<file path="src/rtl/norm_pkg.sv">
// norm_pkg: shared types and constants for the bit normalizer.
//   norm_state_t : controller states (IDLE, SHIFT, DONE)
//   DIR_LEFT     : left-justify / count leading zeros. The ALU shift path uses the same encoding.
//   DIR_RIGHT    : right-justify / count trailing zeros
package norm_pkg;

    typedef enum logic [1:0] {
        IDLE  = 2'd0,
        SHIFT = 2'd1,
        DONE  = 2'd2
    } norm_state_t;

    localparam logic DIR_LEFT  = 1'b1;
    localparam logic DIR_RIGHT = 1'b0;

endpackage

</file>
<file path="src/rtl/bit_normalizer_if.sv">
// bit_normalizer_if: request/result bundle of the bit normalizer.
//   start, operand, direction : request from the master
//   busy, done                : job status from the slave
//   result, shiftAmount, zero : justified value, shift count and zero flag
//   state_dbg                 : controller state, for observation only
//
// Handshake: start is a level request. The slave samples start, operand and
// direction on a rising clock edge only while it is idle. Requests made while
// busy is high are dropped, and none are queued. done pulses for exactly one
// cycle per accepted request. result, shiftAmount and zero are valid in that
// cycle and hold their values until the next accepted request completes.
interface bit_normalizer_if #(
    parameter int WIDTH = 8,
    parameter int CNT_W = $clog2(WIDTH)
);
    import norm_pkg::*;

    logic             start;
    logic [WIDTH-1:0] operand;
    logic             direction;
    logic             busy;
    logic             done;
    logic [WIDTH-1:0] result;
    logic [CNT_W-1:0] shiftAmount;
    logic             zero;
    norm_state_t      state_dbg;

    modport master (
        output start, operand, direction,
        input  busy, done, result, shiftAmount, zero, state_dbg
    );

    modport slave (
        input  start, operand, direction,
        output busy, done, result, shiftAmount, zero, state_dbg
    );

endinterface

</file>
<file path="src/rtl/bit_normalizer.sv">
// bit_normalizer: multi-cycle normalizer. It shifts an operand one bit per
// cycle until the target bit is set. With direction=1 the target is the MSB
// (leading-zero count). With direction=0 the target is the LSB (trailing-zero
// count). It returns the justified value and the number of shifts applied.
//   clk   : rising-edge clock
//   rst_n : asynchronous active-low reset; an in-flight job is discarded
//   bus   : bit_normalizer_if slave modport (request, status, result)
module bit_normalizer
    import norm_pkg::*;
#(
    parameter int WIDTH = 8,
    parameter int CNT_W = $clog2(WIDTH)
) (
    input  logic            clk,
    input  logic            rst_n,
    bit_normalizer_if.slave bus
);

    norm_state_t      state, state_nxt;
    logic [WIDTH-1:0] work, work_nxt;
    logic             dir, dir_nxt;
    logic [CNT_W-1:0] cnt, cnt_nxt;
    logic             out_load;
    logic             target_bit;

    logic [WIDTH-1:0] result_q;
    logic [CNT_W-1:0] shamt_q;
    logic             zero_q;

    always_ff @(posedge clk or negedge rst_n) begin
        if (!rst_n) begin
            state <= IDLE;
            work  <= '0;
            dir   <= DIR_RIGHT;
            cnt   <= '0;
        end else begin
            state <= state_nxt;
            work  <= work_nxt;
            dir   <= dir_nxt;
            cnt   <= cnt_nxt;
        end
    end

    always_comb begin
        state_nxt  = state;
        work_nxt   = work;
        dir_nxt    = dir;
        cnt_nxt    = cnt;
        out_load   = 1'b0;
        target_bit = (dir == DIR_LEFT) ? work[WIDTH-1] : work[0];
        case (state)
            IDLE: begin
                if (bus.start) begin
                    work_nxt  = bus.operand;
                    dir_nxt   = bus.direction;
                    cnt_nxt   = '0;
                    state_nxt = SHIFT;
                end
            end
            SHIFT: begin
                // A zero operand never reaches the target bit, so it stops at once.
                // A nonzero operand reaches the target bit within WIDTH-1 shifts,
                // so cnt cannot wrap.
                if ((work == '0) || target_bit) begin
                    out_load  = 1'b1;
                    state_nxt = DONE;
                end else begin
                    work_nxt = (dir == DIR_LEFT) ? {work[WIDTH-2:0], 1'b0}
                                                 : {1'b0, work[WIDTH-1:1]};
                    cnt_nxt  = cnt + CNT_W'(1);
                end
            end
            DONE: begin
                state_nxt = IDLE;
            end
            default: begin
                state_nxt = IDLE;
            end
        endcase
    end

    // The result registers load on the edge into DONE. They are therefore valid
    // in the done cycle, and they hold until the next job completes.
    always_ff @(posedge clk or negedge rst_n) begin
        if (!rst_n) begin
            result_q <= '0;
            shamt_q  <= '0;
            zero_q   <= 1'b0;
        end else if (out_load) begin
            result_q <= work;
            shamt_q  <= cnt;
            zero_q   <= (work == '0);
        end
    end

    assign bus.busy        = (state != IDLE);
    assign bus.done        = (state == DONE);
    assign bus.result      = result_q;
    assign bus.shiftAmount = shamt_q;
    assign bus.zero        = zero_q;
    assign bus.state_dbg   = state;

endmodule
</file>
<file path="src/flat_wrapper.sv">
// flat-port wrapper written by rule: the top's interface ports become plain ports
module bit_normalizer_flat import norm_pkg::*;
#(
    parameter int WIDTH = 8,
    parameter int CNT_W = $clog2(WIDTH)
)
  (clk, rst_n, bus_start, bus_operand, bus_direction, bus_busy, bus_done, bus_result, bus_shiftAmount, bus_zero, bus_state_dbg);
  bit_normalizer_if #(.WIDTH(WIDTH), .CNT_W(CNT_W)) bus_i ();
  input  logic clk;
  input  logic rst_n;
  input wire logic [$bits(bus_i.start)-1:0] bus_start;
  input wire logic [$bits(bus_i.operand)-1:0] bus_operand;
  input wire logic [$bits(bus_i.direction)-1:0] bus_direction;
  output wire logic [$bits(bus_i.busy)-1:0] bus_busy;
  output wire logic [$bits(bus_i.done)-1:0] bus_done;
  output wire logic [$bits(bus_i.result)-1:0] bus_result;
  output wire logic [$bits(bus_i.shiftAmount)-1:0] bus_shiftAmount;
  output wire logic [$bits(bus_i.zero)-1:0] bus_zero;
  output wire logic [$bits(bus_i.state_dbg)-1:0] bus_state_dbg;
  assign bus_i.start = bus_start;
  assign bus_i.operand = bus_operand;
  assign bus_i.direction = bus_direction;
  assign bus_busy = bus_i.busy;
  assign bus_done = bus_i.done;
  assign bus_result = bus_i.result;
  assign bus_shiftAmount = bus_i.shiftAmount;
  assign bus_zero = bus_i.zero;
  assign bus_state_dbg = bus_i.state_dbg;
  bit_normalizer #(.WIDTH(WIDTH), .CNT_W(CNT_W)) u_core (.clk(clk), .rst_n(rst_n), .bus(bus_i));
endmodule
</file>
<file path="config.mk">
export PLATFORM = sky130hd
export DESIGN_NAME = bit_normalizer_flat
export DESIGN_NICKNAME = d
export VERILOG_FILES = /design/src/rtl/norm_pkg.sv /design/src/rtl/bit_normalizer_if.sv /design/src/rtl/bit_normalizer.sv /design/src/flat_wrapper.sv
export SDC_FILE = /design/constraint.sdc
export NUM_CORES = 1
export LEC_CHECK = 0
export CAP_MARGIN = 40
export CORE_MARGIN = 10
export CORE_UTILIZATION = 55
export CTS_CLUSTER_SIZE = 30
export DETAILED_ROUTE_END_ITERATION = 10
export DONT_BUFFER_PORTS = 1
export PLACE_DENSITY = 0.7
export SLEW_MARGIN = 20
export SYNTH_ARGS = -nofsm -noshare
export SYNTH_HDL_FRONTEND = slang
export SYNTH_SLANG_ARGS = --single-unit
export TNS_END_PERCENT = 5
</file>
<file path="constraint.sdc">
create_clock -name clk -period 4.1 [get_ports clk]
set_clock_uncertainty 0.1 [all_clocks]
set_input_delay 0.41 -clock clk [delete_from_list [all_inputs] [get_ports clk]]
set_output_delay 0.41 -clock clk [all_outputs]
set_load 0.1 [all_outputs]
</file>
==> impl_metrics.yaml <==
outcome:
  status: "finished, final reports clean"
timing:
  setup_tns_ns: 0
  tightest_slew_ns: 0.729
  hold_slack_ns: 0.137
  drv_slew: 0
  setup_viol: 0
  rsz0062_at_grt: "false"
  fin_crit_ns: 2.44
  hold_viol: 0
  fmaxAchievable_mhz: 410
  relSlewSlack: 0.514
  min_period_over_period: 0.594
cells_and_area:
  fillers: 124
  nNetsFinal: 143
  area_delta_synth_final_pct: 39.6
  n_antenna_cell: 0
  fin_cells: 157
  post_route_cells_drive_above_1_share: 0.349
die:
  die_area_um2: 4690
  dieWidth_um: 68.5
  io_pins: 28
  die_h_um: 68.5
  core_area_um2: 2230
  rows: 17
  start_util: 0.579
min_path:
  hold_path_class: "in2reg"
  holdPathEnd: "u_core.dir"
  min_from: "bus_direction"
  worstHoldPathCells: 1
clock_network:
  clk_pin_slew_worst_paths_ns: 0.14
  clkLatencyLatePin_ns: 0.33
  h-tree-depth: 1
  root_buffer: "clkbuf_4"
  cts.sinks: 26
  post_cts_resize_count: 0
  clock_path_buffers: 2
  cts_buffers: 3
  cts_tree: "yes"
flow_run:
  drv_cap: 0
placement:
  gp_congestion: 0.705
  placed_cells: 151
  hpwl_um: 2090
  portBuffers: 0
global_routing:
  grt_pass1_vias: 913
  antenna_found_initial: 0
  grt_pass1_wl_um: 4720
  grt_usage: 0.134
  grt_max_degree: 27
  grt-ovfl-total: 0
yosys:
  synthFlopType: "dfrtp_1"
  syn_area_um2: 1290
  synth.area.top_cells: "dfrtp_1 50%, mux2_4 17%, mux2i_1 6.2%, mux2_2 4.4%, o21ai_0 3.5%"
  syn_avg_cell_area_um2: 12.9
  yosys.area.top_type: "dfrtp_1"
  synth-seq-cells: 26
  synth_nets: 113
  synthTopCellsByCount: "26 x dfrtp_1, 15 x mux2_4, 11 x nand2_1"
  synth-warning-count: 0
  synth_cell_types: 23
  syn_inst: 100
  synth_edf_count: 0
  async_reset_ff_frac: 1.00
  yosysSeqAreaShare: 0.503
  synth.most_common_cell: "dfrtp_1"
  synth_top_area_frac: 0.503
setup_path:
  r2r_end: "u_core.work[0]"
  endpoint_kind: "flip-flop"
  critPathLaunchType: "flip-flop"
  timing.rr.start: "u_core.bus.state_dbg[1]"
  crit_fanout: 12
  rr_worst_depth: 6
  critPathKind: "reg2reg"
  reg2reg_slack_ns: 1.66
  cp.required_ns: 4.23
  crit_arrival_ns: 2.57
route:
  drt_iter0_drc: 27
  wirelength_um: 2780
  routedWlPerCell_um: 17.7
  viasPerCell: 5.34
  dr.pass1.iters: 4
  final_antenna_net_count: 0
  drc: 0
  vias: 839
-- area by class of cell --
class	count	area (µm²)	share of cell area
sequential	26	651	0.360
inverter	3	11.3	0.00624
timing repair buffer	30	479	0.265
tap	28	35.0	0.0194
clock buffer	4	36.3	0.0201
multi-input combinational	66	593	0.328
-- worst max path at each step --
| stage | startpoint | to | slack (ns) | cells after the start |
|---|---|---|---|---|
| 6_report | u_core.bus.state_dbg[1] | u_core.work[0] | 1.66 | 6 |
| 5_1_grt | u_core.bus.state_dbg[1] | u_core.work[0] | 1.54 | 6 |
| 4_1_cts | u_core.bus.state_dbg[1] | u_core.work[0] | 1.65 | 6 |
| 3_5_place_dp | u_core.bus.state_dbg[1] | u_core.work[0] | 1.67 | 6 |
| 3_3_place_gp | u_core.bus.state_dbg[0] | u_core.bus.result[7] | 1.28 | 3 |
| 2_1_floorplan | u_core.bus.state_dbg[1] | bus_done | 1.21 | 1 |
-- kinds of logic (layout without fill, tap and decap cells) --
group / Yosys count / in the layout / share of synthesized area
simple gates: 24 / 24 / 0.0977
compound gates: 13 / 13 / 0.0696
mux: 28 / 28 / 0.279
fa+ha+maj: 1 / 1 / 0.00967
flops: 26 / 26 / 0.503
buf+inv: 8 / 37 / 0.0406
-- worst max-delay path, cell delays in order (launching register included) --
cell,delay (ns)
dfrtp_1,0.47
buf_16,0.20
buf_1,0.09
or2_2,0.44
nor2_1,0.18
a21oi_4,0.45
mux2_2,0.39
-- flip-flops by register name, indices dropped and copies added, names as in the netlist --
register / flops
u_core.dir: 1
u_core.bus.state_dbg: 2
u_core.cnt: 3
u_core.work: 8
u_core.bus.zero: 1
u_core.bus.shiftAmount: 3
u_core.bus.result: 8
-- repair_timing --
action                                  in CTS  in global routing
buffers inserted                             0                  0
hold buffers                                 2                  0
hold endpoints to repair                    26                  0
endpoints found under the setup margin       0                  0
-- layer usage --
layer	share of wire	track usage	vias to the layer above	wire length, µm
met4	0.0047	0.0226	0	13
li1	-	-	406	-
met3	0.073	0.0548	3	203
met1	0.46	0.175	400	1270
met2	0.46	0.205	30	1290
met5	0	0	-	0
-- metrics by stage --
step                setup slack (ns)  area [µm²]  utilization
floorplan                       1.21        1290            -
global placement                1.28        1290        0.578
detailed placement              1.67        1740        0.779
CTS                             1.65        1810        0.808
global route                    1.54        1810        0.808
finish                          1.66        1810        0.808
-- layout by cell type, fill, tap and decap left out, types with 2 or more instances in the layout --
master | netlist | layout
nand2_1 | 11 | 11
buf_1 | 0 | 13
mux2_4 | 15 | 15
dfrtp_1 | 26 | 26
mux2_2 | 5 | 5
nor2_1 | 2 | 2
o21ai_0 | 9 | 9
nor4_1 | 2 | 2
clkbuf_4 | 0 | 3
mux2i_1 | 8 | 8
nand2b_1 | 2 | 2
buf_16 | 0 | 14
inv_1 | 3 | 3
Power is left out: the tool's default activity adds up to more than one toggle a clock period on the data nets, which glitch-free logic cannot reach.
